===== src/rtl/mc_ctrl_fsm.sv =====
// mc_ctrl_fsm - multicycle CPU control unit.
//
// Sequences IF/ID/EXE/MEM/WB for each instruction and drives the datapath
// select and write-enable lines of multicycle_CPU. Instruction and data
// memory may add wait states through req/ack handshakes. A watchdog halts the
// machine with a sticky mem_err if an ack does not arrive in time. A HALT
// opcode parks the FSM until reset. Retired-instruction and cycle counters
// are provided.
//
// Handshake: im_req (in IF) and dm_req (in MEM) are held high up to and
// including the cycle in which the matching ack is seen. They drop in the
// following cycle because the FSM has moved on. An ack seen while no request
// is outstanding is ignored.
//
// Ports
//   CLK, reset                  clock, async active-high reset
//   op_instruction[5:0]         opcode field from IM
//   func_instruction[5:0]       func field from IM
//   zero                        ALU zero flag (branch decision, EXE only)
//   im_ack, dm_ack              memory completion acks
//   w_pc, w_RF, w_dataMem       write enables
//   slc_ALUA, slc_ALUB          ALU operand selects
//   slc_RFWriteData[1:0]        00 ALU, 01 DM, 10 PC+4
//   op_ext[1:0]                 00 sa zext, 01 zext, 11 sext
//   slc_pcSrc[1:0]              00 PC+4, 01 branch, 10 rs, 11 jump
//   slc_RFWriteAddr[1:0]        00 $31, 01 rt, 10 rd
//   op_ALU[3:0]                 0000 add, 0001 sub, 0011 or, 0100 and, 0101 slt
//   im_req, dm_req              memory requests
//   halted, mem_err, illegal    status
//   instr_count, cycle_count    counters, wrap modulo 2^CNT_W
//   state_dbg[2:0]              current FSM state, for debug and checkers
module mc_ctrl_fsm #(
  parameter int CNT_W   = 32,
  parameter int TIMEOUT = 15
) (
  input  logic             CLK,
  input  logic             reset,
  input  logic [5:0]       op_instruction,
  input  logic [5:0]       func_instruction,
  input  logic             zero,
  input  logic             im_ack,
  input  logic             dm_ack,
  output logic             w_pc,
  output logic             slc_ALUA,
  output logic             slc_ALUB,
  output logic             w_RF,
  output logic             w_dataMem,
  output logic [1:0]       slc_RFWriteData,
  output logic [1:0]       op_ext,
  output logic [1:0]       slc_pcSrc,
  output logic [1:0]       slc_RFWriteAddr,
  output logic [3:0]       op_ALU,
  output logic             im_req,
  output logic             dm_req,
  output logic             halted,
  output logic             mem_err,
  output logic             illegal,
  output logic [CNT_W-1:0] instr_count,
  output logic [CNT_W-1:0] cycle_count,
  output logic [2:0]       state_dbg
);

  typedef enum logic [2:0] {
    S_IF   = 3'b000,
    S_ID   = 3'b001,
    S_EXE  = 3'b010,
    S_MEM  = 3'b011,
    S_WB   = 3'b100,
    S_HALT = 3'b101
  } state_t;

  typedef enum logic [4:0] {
    K_ADD, K_SUB, K_AND, K_OR, K_SLT, K_JR,
    K_ADDIU, K_ANDI, K_ORI, K_SLTI, K_LW, K_SW, K_BEQ, K_BNE,
    K_J, K_JAL, K_HALT, K_BAD
  } kind_t;

  localparam int WT = $clog2(TIMEOUT + 1);
  // Value the wait counter holds during the TIMEOUT-th consecutive wait cycle.
  localparam logic [WT-1:0] WAIT_LAST = WT'(TIMEOUT - 1);

  state_t        state, state_next;
  kind_t         kind;
  logic [5:0]    op_q, func_q;
  logic [WT-1:0] wait_cnt;
  logic          timeout;
  logic          alu_b, is_rtype;
  logic [1:0]    ext_sel;
  logic [3:0]    alu_op;

  assign state_dbg = state;

  // Decode from the latched opcode/func only; the IM bus may change after IF.
  always_comb begin
    kind = K_BAD;
    unique case (op_q)
      6'b000000: begin
        unique case (func_q)
          6'b100000: kind = K_ADD;
          6'b100010: kind = K_SUB;
          6'b100100: kind = K_AND;
          6'b100101: kind = K_OR;
          6'b101010: kind = K_SLT;
          6'b001000: kind = K_JR;
          default:   kind = K_BAD;
        endcase
      end
      6'b001001: kind = K_ADDIU;
      6'b001100: kind = K_ANDI;
      6'b001101: kind = K_ORI;
      6'b001010: kind = K_SLTI;
      6'b100011: kind = K_LW;
      6'b101011: kind = K_SW;
      6'b000100: kind = K_BEQ;
      6'b000101: kind = K_BNE;
      6'b000010: kind = K_J;
      6'b000011: kind = K_JAL;
      6'b111111: kind = K_HALT;
      default:   kind = K_BAD;
    endcase
  end

  // ALU operand/extend/operation selection, held from EXE through WB.
  always_comb begin
    alu_b    = 1'b0;
    ext_sel  = 2'b00;
    alu_op   = 4'b0000;
    is_rtype = 1'b0;
    unique case (kind)
      K_ADD:   begin alu_op = 4'b0000; is_rtype = 1'b1; end
      K_SUB:   begin alu_op = 4'b0001; is_rtype = 1'b1; end
      K_AND:   begin alu_op = 4'b0100; is_rtype = 1'b1; end
      K_OR:    begin alu_op = 4'b0011; is_rtype = 1'b1; end
      K_SLT:   begin alu_op = 4'b0101; is_rtype = 1'b1; end
      K_ADDIU: begin alu_b = 1'b1; ext_sel = 2'b11; alu_op = 4'b0000; end
      K_ANDI:  begin alu_b = 1'b1; ext_sel = 2'b01; alu_op = 4'b0100; end
      K_ORI:   begin alu_b = 1'b1; ext_sel = 2'b01; alu_op = 4'b0011; end
      K_SLTI:  begin alu_b = 1'b1; ext_sel = 2'b11; alu_op = 4'b0101; end
      K_LW,
      K_SW:    begin alu_b = 1'b1; ext_sel = 2'b11; alu_op = 4'b0000; end
      K_BEQ,
      K_BNE:   begin ext_sel = 2'b11; alu_op = 4'b0001; end
      default: ;
    endcase
  end

  // Next state and outputs. Everything is forced low while reset is high so
  // an aborted instruction cannot leave a partial write strobe behind.
  always_comb begin
    state_next      = state;
    timeout         = 1'b0;
    w_pc            = 1'b0;
    slc_ALUA        = 1'b0;
    slc_ALUB        = 1'b0;
    w_RF            = 1'b0;
    w_dataMem       = 1'b0;
    slc_RFWriteData = 2'b00;
    op_ext          = 2'b00;
    slc_pcSrc       = 2'b00;
    slc_RFWriteAddr = 2'b00;
    op_ALU          = 4'b0000;
    im_req          = 1'b0;
    dm_req          = 1'b0;
    halted          = 1'b0;
    illegal         = 1'b0;
    if (!reset) begin
      unique case (state)
        S_IF: begin
          im_req = 1'b1;
          if (im_ack) begin
            state_next = S_ID;
          end else if (wait_cnt == WAIT_LAST) begin
            timeout    = 1'b1;
            state_next = S_HALT;
          end
        end
        S_ID: begin
          unique case (kind)
            K_J: begin
              w_pc       = 1'b1;
              slc_pcSrc  = 2'b11;
              state_next = S_IF;
            end
            K_JAL: begin
              w_pc            = 1'b1;
              slc_pcSrc       = 2'b11;
              w_RF            = 1'b1;
              slc_RFWriteAddr = 2'b00;
              slc_RFWriteData = 2'b10;
              state_next      = S_IF;
            end
            K_JR: begin
              w_pc       = 1'b1;
              slc_pcSrc  = 2'b10;
              state_next = S_IF;
            end
            K_HALT: state_next = S_HALT;
            K_BAD: begin
              // Unknown encoding retires as a NOP.
              illegal    = 1'b1;
              w_pc       = 1'b1;
              state_next = S_IF;
            end
            default: state_next = S_EXE;
          endcase
        end
        S_EXE: begin
          slc_ALUA = 1'b1;
          slc_ALUB = alu_b;
          op_ext   = ext_sel;
          op_ALU   = alu_op;
          unique case (kind)
            K_BEQ: begin
              w_pc       = 1'b1;
              slc_pcSrc  = zero ? 2'b01 : 2'b00;
              state_next = S_IF;
            end
            K_BNE: begin
              w_pc       = 1'b1;
              slc_pcSrc  = zero ? 2'b00 : 2'b01;
              state_next = S_IF;
            end
            K_LW, K_SW: state_next = S_MEM;
            default:    state_next = S_WB;
          endcase
        end
        S_MEM: begin
          slc_ALUA  = 1'b1;
          slc_ALUB  = alu_b;
          op_ext    = ext_sel;
          op_ALU    = alu_op;
          dm_req    = 1'b1;
          w_dataMem = (kind == K_SW);
          if (dm_ack) begin
            if (kind == K_SW) begin
              w_pc       = 1'b1;
              state_next = S_IF;
            end else begin
              state_next = S_WB;
            end
          end else if (wait_cnt == WAIT_LAST) begin
            timeout    = 1'b1;
            state_next = S_HALT;
          end
        end
        S_WB: begin
          slc_ALUA        = 1'b1;
          slc_ALUB        = alu_b;
          op_ext          = ext_sel;
          op_ALU          = alu_op;
          w_RF            = 1'b1;
          w_pc            = 1'b1;
          slc_RFWriteAddr = is_rtype ? 2'b10 : 2'b01;
          slc_RFWriteData = (kind == K_LW) ? 2'b01 : 2'b00;
          state_next      = S_IF;
        end
        S_HALT: begin
          halted     = 1'b1;
          state_next = S_HALT;
        end
        default: state_next = S_IF;
      endcase
    end
  end

  always_ff @(posedge CLK or posedge reset) begin
    if (reset) begin
      state       <= S_IF;
      op_q        <= '0;
      func_q      <= '0;
      wait_cnt    <= '0;
      mem_err     <= 1'b0;
      instr_count <= '0;
      cycle_count <= '0;
    end else begin
      state <= state_next;
      if (state == S_IF && im_ack) begin
        op_q   <= op_instruction;
        func_q <= func_instruction;
      end
      // Any state change restarts the wait count, so it is zero on entry
      // to IF and MEM; staying put only happens while waiting for an ack.
      if (state_next != state) begin
        wait_cnt <= '0;
      end else if (state == S_IF || state == S_MEM) begin
        wait_cnt <= wait_cnt + 1'b1;
      end
      if (timeout) begin
        mem_err <= 1'b1;
      end
      if (w_pc) begin
        instr_count <= instr_count + 1'b1;
      end
      if (state != S_HALT) begin
        cycle_count <= cycle_count + 1'b1;
      end
    end
  end

endmodule


===== config.mk =====
export PLATFORM = sky130hd
export DESIGN_NAME = mc_ctrl_fsm
export DESIGN_NICKNAME = d
export VERILOG_FILES = /design/src/rtl/mc_ctrl_fsm.sv
export SDC_FILE = /design/constraint.sdc
export NUM_CORES = 1
export LEC_CHECK = 0
export ABC_CLOCK_PERIOD_IN_PS = 4350
export CORE_UTILIZATION = 29
export CTS_CLUSTER_SIZE = 14
export DETAILED_ROUTE_END_ITERATION = 8
export RECOVER_POWER = 25
export REMOVE_ABC_BUFFERS = 1
export SETUP_SLACK_MARGIN = 0.3
export SYNTH_ARGS = -nofsm -noshare
export SYNTH_HDL_FRONTEND = slang
export SYNTH_SLANG_ARGS = --single-unit
export TNS_END_PERCENT = 5

===== constraint.sdc =====
create_clock -name CLK -period 4.35 [get_ports CLK]
set_input_delay 0.435 -clock CLK [delete_from_list [all_inputs] [get_ports CLK]]
set_output_delay 0.435 -clock CLK [all_outputs]
set_load 0.05 [all_outputs]

Word level (Yosys, flattened, before mapping)

Index checks and enable logic that the tools add are counted.

Register bits after elaboration: 84
Input bits: 17
Output and inout bits: 89
Word-level logic and storage cells: 133

$add $sub $neg: 3
Equality and inequality tests: 42
Muxes and demuxes: 62
Reduce and logical (&&, ||, !) cells: 19

Operator list:

| kind                                                            | number |
|---|---|
| 32-bit by 1-bit adder with 32-bit output, second input constant | 2 |
| 5-bit one-hot mux with 12 select lines                          | 1 |
| 6-bit == test, second input constant                            | 8 |
| 5-bit by 4-bit == test with 1-bit output, second input constant | 8 |
| 1-bit two-way mux                                               | 31 |
| 6-bit by 4-bit == test with 1-bit output, second input constant | 5 |
| 5-bit one-hot mux with 6 select lines                           | 1 |
| 5-bit by 3-bit == test with 1-bit output, second input constant | 4 |
| 2-bit two-way mux                                               | 8 |
| 4-bit two-way mux                                               | 4 |
| 2-bit one-hot mux with 2 select lines                           | 4 |
| 3-bit two-way mux                                               | 5 |
| 3-bit one-hot mux with 5 select lines                           | 1 |
| 2-bit OR reduction                                              | 7 |
| 6-bit by 2-bit == test with 1-bit output, second input constant | 2 |
| 6-bit by 3-bit == test with 1-bit output, second input constant | 2 |
| 3-bit one-hot mux with 2 select lines                           | 2 |
| 3-bit one-hot mux with 4 select lines                           | 1 |
| 6-bit OR reduction                                              | 2 |
| 5-bit by 2-bit == test with 1-bit output, second input constant | 2 |
| 5-bit == test, second input constant                            | 2 |
| 3-bit by 2-bit == test with 1-bit output, second input constant | 2 |
| 3-bit == test, second input constant                            | 2 |
| 6-bit logical NOT                                               | 1 |
| other kinds (16)                                                | 19 |

Logic depth before layout (Yosys ltp)

Gate-level depths: netlist of the first run.

Depth after elaboration: 10
Gate-level depth with buffers: 11
Mapped depth without buffers: 9

Worst setup path before layout of the first run

Ideal clock, no wire load.

Kind: input-to-output
Start point: in reset
End point: out w_RF
Data arrival time: 4127 ps
Required time: 3915 ps
Slack: -212 ps
Cell stages on the path: 5
Buffers on the path: 0
Cells stage by stage: inv_1 nand2_1 nor2_1 nand3_1 o21ai_0

Word-level cells in the longest chain between the ends: 1

Ends and longest elaborated chain:

| what              | line | source |
|---|---|---|
| from (decl)       | 37   | `input logic reset,` |
| 1-bit two-way mux | 166  | `if (!reset) begin` |
| to (decl)         | 46   | `output logic w_RF,` |

No other way between the ends.

Worst setup path after layout of the first run

Start point: reg op_q[2]
End point: out op_ALU[0]

Word-level cells in the longest chain between the ends: 7
Elaborated cells on any way between the ends: 29
Those cells by class: 20 x eq/ne; 4 x mux; 5 x reduce/logical

Ends and longest elaborated chain:

| what                                                                   | line | source |
|---|---|---|
| from (decl)                                                            | 84   | `logic [5:0] op_q, func_q;` |
| from (signal assigned)                                                 | 278  | `op_q <= op_instruction;` |
| 6-bit == test, or another cell as far along                            | 96   | `unique case (op_q)` |
| 5-bit one-hot mux with 12 select lines *                               | 96   |  |
| 5-bit by 4-bit == test with 1-bit output, or another cell as far along | 129  | `unique case (kind)` |
| 3-bit OR reduction (no line) or 2-bit OR reduction (tied branches)     | n/a  |  |
| 3-bit one-hot mux with 4 select lines *                                | 129  |  |
| 4-bit two-way mux *                                                    | 167  | `unique case (state)` |
| 4-bit two-way mux *                                                    | 166  |  |
| to (decl)                                                              | 52   | `output logic [3:0] op_ALU,` |

Every way passes the cells marked *; elsewhere a longest branch is shown, timed or not.

==> results of run 1 <==
repair_timing:
action | CTS | global route
hold buffers | 0 | 0
gates cloned | 0 | 0
setup endpoints to repair | 1 | 3
endpoints found under the hold margin | 0 | 0
gates resized for setup | 3 | 2
cell usage in the layout (no fill, tap or decap), types with 5 or more instances in the layout:
master / instances
nor4_1: 12
dfrtp_1: 81
nand4_1: 19
a21oi_1: 13
xnor2_1: 29
mux2_2: 10
nor3_1: 25
inv_1: 13
clkdlybuf4s50_1: 73
buf_4: 5
xor2_1: 38
nand2b_1: 5
nand3_1: 30
dlygate4sd3_1: 30
o21ai_0: 17
and2_1: 6
a31oi_1: 5
clkbuf_16: 9
nand2_1: 58
nor2_1: 44
and3_1: 15
worst max-delay path by stage:
stage                      endpoint  slack (ns)  depth (start not counted)
after floorplan                w_RF       -0.21                          5
after global placement         w_pc        0.74                          7
after detailed placement       w_pc        0.62                          7
after CTS                      w_pc        0.34                          7
after global routing      op_ALU[0]        0.33                          7
final                     op_ALU[0]        0.49                          7
power groups by stage:
stage                     logic (mW)  registers (mW)  clock network [mW]
after global routing            1.94            1.29               0.794
after detailed placement        1.80            1.26                   0
after CTS                       1.81            1.25               0.759
final                           1.80            1.26               0.733
after global placement          1.78            1.25                   0
after floorplan                 1.07            1.41                   0
registers in the layout (all words and copies together) (netlist names):
| register | cells |
|---|---|
| mem_err | 1 |
| cycle_count | 32 |
| wait_cnt | 4 |
| state_dbg | 3 |
| instr_count | 32 |
| func_q | 6 |
| op_q | 6 |
critical path: stages (launching register included):
cell and delay (ns):
dfrtp_2 0.57, a211o_1 0.34, o32a_1 0.29, a32oi_2 0.49, nand2_1 0.20, o21a_1 0.15, o31ai_1 0.19, clkdlybuf4s50_1 0.84
per-stage QoR:
step                      instances  power, mW  hold WS [ns]  cell area [µm²]
after global placement          827       3.02         0.461             6140
after floorplan                 497       2.47         0.520             4770
after detailed placement        827       3.06         0.468             6140
final                           843       3.79         0.469             6420
after global routing            843       4.03         0.488             6420
after CTS                       843       3.82         0.481             6420
kinds of logic after synthesis:
kind of cell / Yosys count / synth area share [%]
other: 1 / 0.0765
adder cells (fa/ha/maj): 4 / 1.02
AND/OR/NAND/NOR: 245 / 26.7
AO/OA/AOI/OAI: 70 / 11.0
flip-flops: 84 / 42.9
XOR/XNOR: 67 / 12.0
buffers and inverters: 41 / 3.70
multiplexers: 12 / 2.73
layout make-up:
cell class	instances	area (µm²)	share of cell area (%)
inverters	14	53.8	0.838
well taps	220	275	4.29
multi-input cells	399	2630	40.9
clock buffers	9	225	3.51
clock inverters	7	51.3	0.799
flip-flops and latches	84	2110	32.8
repair buffers	110	1080	16.9
routing by layer:
layer / global-route usage (%) / vias to the layer above / share of wire [%] / wire length (µm)
li1: - / 2059 / - / -
met1: 20.4 / 2105 / 46 / 6010
met2: 24.2 / 145 / 47 / 6110
met3: 2.35 / 28 / 4.3 / 563
met4: 7.36 / 0 / 2.8 / 359
met5: 0 / - / 0 / 0
==> flow_summary.json, run 1 <==
{
  "synth_common_cells": "dfrtp_1 (84), nand2_1 (58), nor2_1 (44)",
  "synth.ff_latch_count": 84,
  "avgSynthCellArea_um2": 9.36,
  "post_cts_buffers": 0,
  "ys_types": 66,
  "required_ns": 3.91,
  "clk_path_buf_depth": 2,
  "yosysSeqAreaShare_pct": 42.9,
  "cts.sinks": 84,
  "syn_area_um2": 4900,
  "viasPerCell": 5.14,
  "crit_start": "op_q[2]",
  "synth_most_common_cell": "dfrtp_1",
  "max_freq_mhz": 259,
  "hold_viol": 0,
  "clock_power_share_pct": 19.3,
  "fp.dieH_um": 132,
  "period_needed_ns": 3.86,
  "critPathCaptureType": "output port",
  "finalCritPeriodShare_pct": 88.7,
  "layout.nets": 639,
  "r2r_cells": 7,
  "cts_buffers": 9,
  "rows": 47,
  "core_um2": 16500,
  "power_switching_mw": 1.84,
  "drc": 0,
  "reg2reg_to": "wait_cnt[0]",
  "diodes": 0,
  "worst_slack_ns": 0.493,
  "max_slew_margin_pct": 40.1,
  "setup_viol": 0,
  "final_max_slew_viol_count": 0,
  "path_clk_slew_ns": 0.07,
  "p_seq_share_pct": 33.2,
  "p_per_area_nw_per_um2": 590,
  "hold_path_startpoint": "cycle_count[31]",
  "synth_ff_type": "dfrtp_1",
  "grt_max_degree": 71,
  "rsz0062_at_grt": "no",
  "synth_edf_count": 0,
  "path_class": "reg -> out",
  "via_count": 4337,
  "first_global_vias": 4180,
  "grt_first_pass_wirelength_mm": 21.3,
  "grt_overflow": 0,
  "drive_above_1_share_pct": 8.03,
  "drv_cap": 0,
  "worst_hold_path.num_cells": 1,
  "grt_usage_pct": 15.3,
  "antenna_found_initial": 0,
  "cts_tree": "built",
  "num_io_pins": 106,
  "netlist.top_cell.by_area": "dfrtp_1",
  "gp_congestion": 0.898,
  "p_int_mw": 1.96,
  "htreeDepth": 3,
  "clock-root-buffer": "clkbuf_16",
  "dp_hpwl_mm": 9.33,
  "async_reset_ff_share_pct": 100,
  "yosysWarnings": 0,
  "r2r-start": "op_q[0]",
  "p_comb_share_pct": 47.5,
  "synth_cells": 524,
  "clk_latency_ns": 0.34,
  "wl_mm": 13.0,
  "post-route-util_pct": 38.9,
  "die_area_um2": 17400,
  "ir_drop_mv": 0.268,
  "wl_per_cell_um": 15.5,
  "die_w_um": 132,
  "dp_worst_setup_slack_ns": 0.619,
  "port_buffers": 104,
  "dr.first_iter.drc_count": 340,
  "yosys-top-cells-area": "dfrtp_1 (43%), xor2_1 (6.8%), xnor2_1 (5.2%), nand2_1 (4.4%), nor2_1 (3.4%)",
  "worstHoldEndpoint": "cycle_count[31]",
  "drt.antenna.violating_nets": 0,
  "path_max_fanout": 26,
  "critPathArrivalTime_ns": 3.42,
  "leakagePower_nw": 2.77,
  "startpoint_type": "flop",
  "syn_to_final_growth_pct": 31.0,
  "worst_slew_pin_slew_ns": 0.899,
  "drt_pass1_iterations": 6,
  "switching_share_pct": 48.4,
  "fillers": 1626,
  "status": "complete, no violations",
  "hp-class": "reg -> reg",
  "initial_core_util_pct": 29.7,
  "setup_tns_ns": 0,
  "synth_top_area_share_pct": 42.9,
  "r2r_slack_ns": 1.45,
  "fin_worst_skew_ns": 0.00605
}
No activity file was read; power rests on OpenSTA's default activity.
==> run 2, diff against run 1 <==
--- a/config.mk
+++ b/config.mk
@@ -5,10 +5,12 @@
 export SDC_FILE = /design/constraint.sdc
 export NUM_CORES = 1
 export LEC_CHECK = 0
+export ABC_AREA = 0
 export ABC_CLOCK_PERIOD_IN_PS = 4350
 export CORE_UTILIZATION = 29
 export CTS_CLUSTER_SIZE = 14
 export DETAILED_ROUTE_END_ITERATION = 8
+export MAX_ROUTING_LAYER = met4
 export RECOVER_POWER = 25
 export REMOVE_ABC_BUFFERS = 1
 export SETUP_SLACK_MARGIN = 0.3
==> flow_summary.json, run 2 (synthesis gave the netlist of run 1 again) <==
{
  "worst_hold_path.num_cells": 1,
  "p_per_area_nw_per_um2": 596,
  "drv_cap": 1,
  "path_clk_slew_ns": 0.06,
  "rows": 47,
  "diodes": 0,
  "first_global_vias": 4076,
  "r2r-start": "op_q[0]",
  "grt_usage_pct": 15.9,
  "post-route-util_pct": 39.0,
  "hold_viol": 0,
  "drt.antenna.violating_nets": 0,
  "initial_core_util_pct": 29.7,
  "hp-class": "reg -> reg",
  "rsz0062_at_grt": "yes",
  "status": "finished, violations left",
  "cts-hold-fix-buffers": 0,
  "reg2reg_to": "wait_cnt[0]",
  "power_mw": 3.84,
  "critPathMaxStageDelay_ns": 0.89,
  "grt_max_degree": 68,
  "post-place-cells": 828,
  "port_buffers": 104,
  "drc": 0,
  "antenna_found_initial": 0,
  "via_count": 4306,
  "fin_worst_skew_ns": 0.00685,
  "final_cell_mix": "clkdlybuf4s50_1 (87), dfrtp_1 (81), nand2_1 (58), nor2_1 (44), xor2_1 (38)",
  "core_um2": 16500,
  "cts.sinks": 84,
  "path_max_fanout": 6,
  "cts_buffers": 9,
  "biggestRegsByFlops": "cycle_count (32), instr_count (32)",
  "num_io_pins": 106,
  "r2r_cells": 7,
  "dp_hpwl_mm": 9.44,
  "post_cts_resized": 1,
  "max_slew_margin_pct": -11.9,
  "fp.dieH_um": 132,
  "syn_to_final_growth_pct": 31.4,
  "critPathCaptureType": "output port",
  "path_class": "reg -> out",
  "final_cells": 843,
  "critPathTopFamily": "compound AO/OA/AOI/OAI gates",
  "htreeDepth": 3,
  "cts_tree": "built",
  "gp_congestion": 0.928,
  "die_w_um": 132,
  "worst_slew_pin_slew_ns": 1.68,
  "worstHoldEndpoint": "cycle_count[31]",
  "ir_drop_mv": 0.246,
  "die_area_um2": 17400,
  "grt_overflow": 0,
  "holdWs_ns": 0.468,
  "dr.first_iter.drc_count": 351,
  "post_cts_buffers": 0,
  "setup_viol": 0,
  "required_ns": 3.91,
  "clk_path_buf_depth": 2,
  "mostFrequentLayoutCell": "clkdlybuf4s50_1",
  "wl_mm": 13.0,
  "clock-root-buffer": "clkbuf_16",
  "layout.nets": 640,
  "drive_above_1_share_pct": 7.87,
  "clk_latency_ns": 0.34,
  "hold_path_startpoint": "cycle_count[31]",
  "max_freq_mhz": 257,
  "startpoint_type": "flop",
  "crit_slowest_cell": "clkdlybuf4s50_1",
  "critPathArrivalTime_ns": 3.45,
  "period_needed_ns": 3.89,
  "viasPerCell": 5.11,
  "final_max_slew_viol_count": 68,
  "failed_checks": "capacitance limit, slew limit",
  "finalCritPeriodShare_pct": 89.3,
  "worstPathCellList": "or4b_4, o31ai_4, o2111ai_4, a2111oi_4, o31ai_2, nor2_1, clkdlybuf4s50_1",
  "r2r_slack_ns": 1.42,
  "wl_per_cell_um": 15.4,
  "path_buf_inv": 1,
  "grt_first_pass_wirelength_mm": 21.6,
  "drt_pass1_iterations": 5,
  "leakagePower_nw": 2.74
}
[run 2: worst max path at each step]
stage	startpoint	endpoint	depth (start not counted)
after floorplan	reset	w_RF	5
after CTS	op_q[3]	op_ALU[0]	7
final	func_q[2]	w_pc	7
after global placement	op_q[3]	w_pc	7
after detailed placement	op_q[3]	w_pc	7
after global routing	op_q[0]	w_pc	7
[run 2: power breakdown]
| part | leakage (nW) | total (mW) | switching [mW] | internal (mW) |
|---|---|---|---|---|
| sequential | 1.11 | 1.26 | 0.334 | 0.925 |
| combinational | 1.49 | 1.81 | 1.16 | 0.649 |
| clock | 0.138 | 0.770 | 0.313 | 0.457 |
[run 2: metal layers]
metal	share of wire [%]	GRT usage, %	vias up
li1	-	-	2065
met1	47	21.2	2103
met2	47	24.1	117
met3	4.3	2.69	21
met4	2.2	6.07	0
met5	0	-	-
[run 2: layout make-up]
type | instances | area [µm²]
inverters | 14 | 53.8
clock buffers | 11 | 243
clock inverters | 4 | 50.0
multi-input cells | 399 | 2630
flip-flops and latches | 84 | 2110
repair buffers | 111 | 1090
well taps | 220 | 275
fillers | 1627 | 10100
[run 2: per-stage QoR]
stage | cell area, µm² | worst slack [ns] | setup TNS [ns]
detailed placement | 6140 | 0.622 | 0
global route | 6440 | 0.294 | 0
floorplan | 4770 | -0.212 | -0.599
CTS | 6440 | 0.262 | 0
global placement | 6140 | 0.733 | 0
finish | 6440 | 0.465 | 0
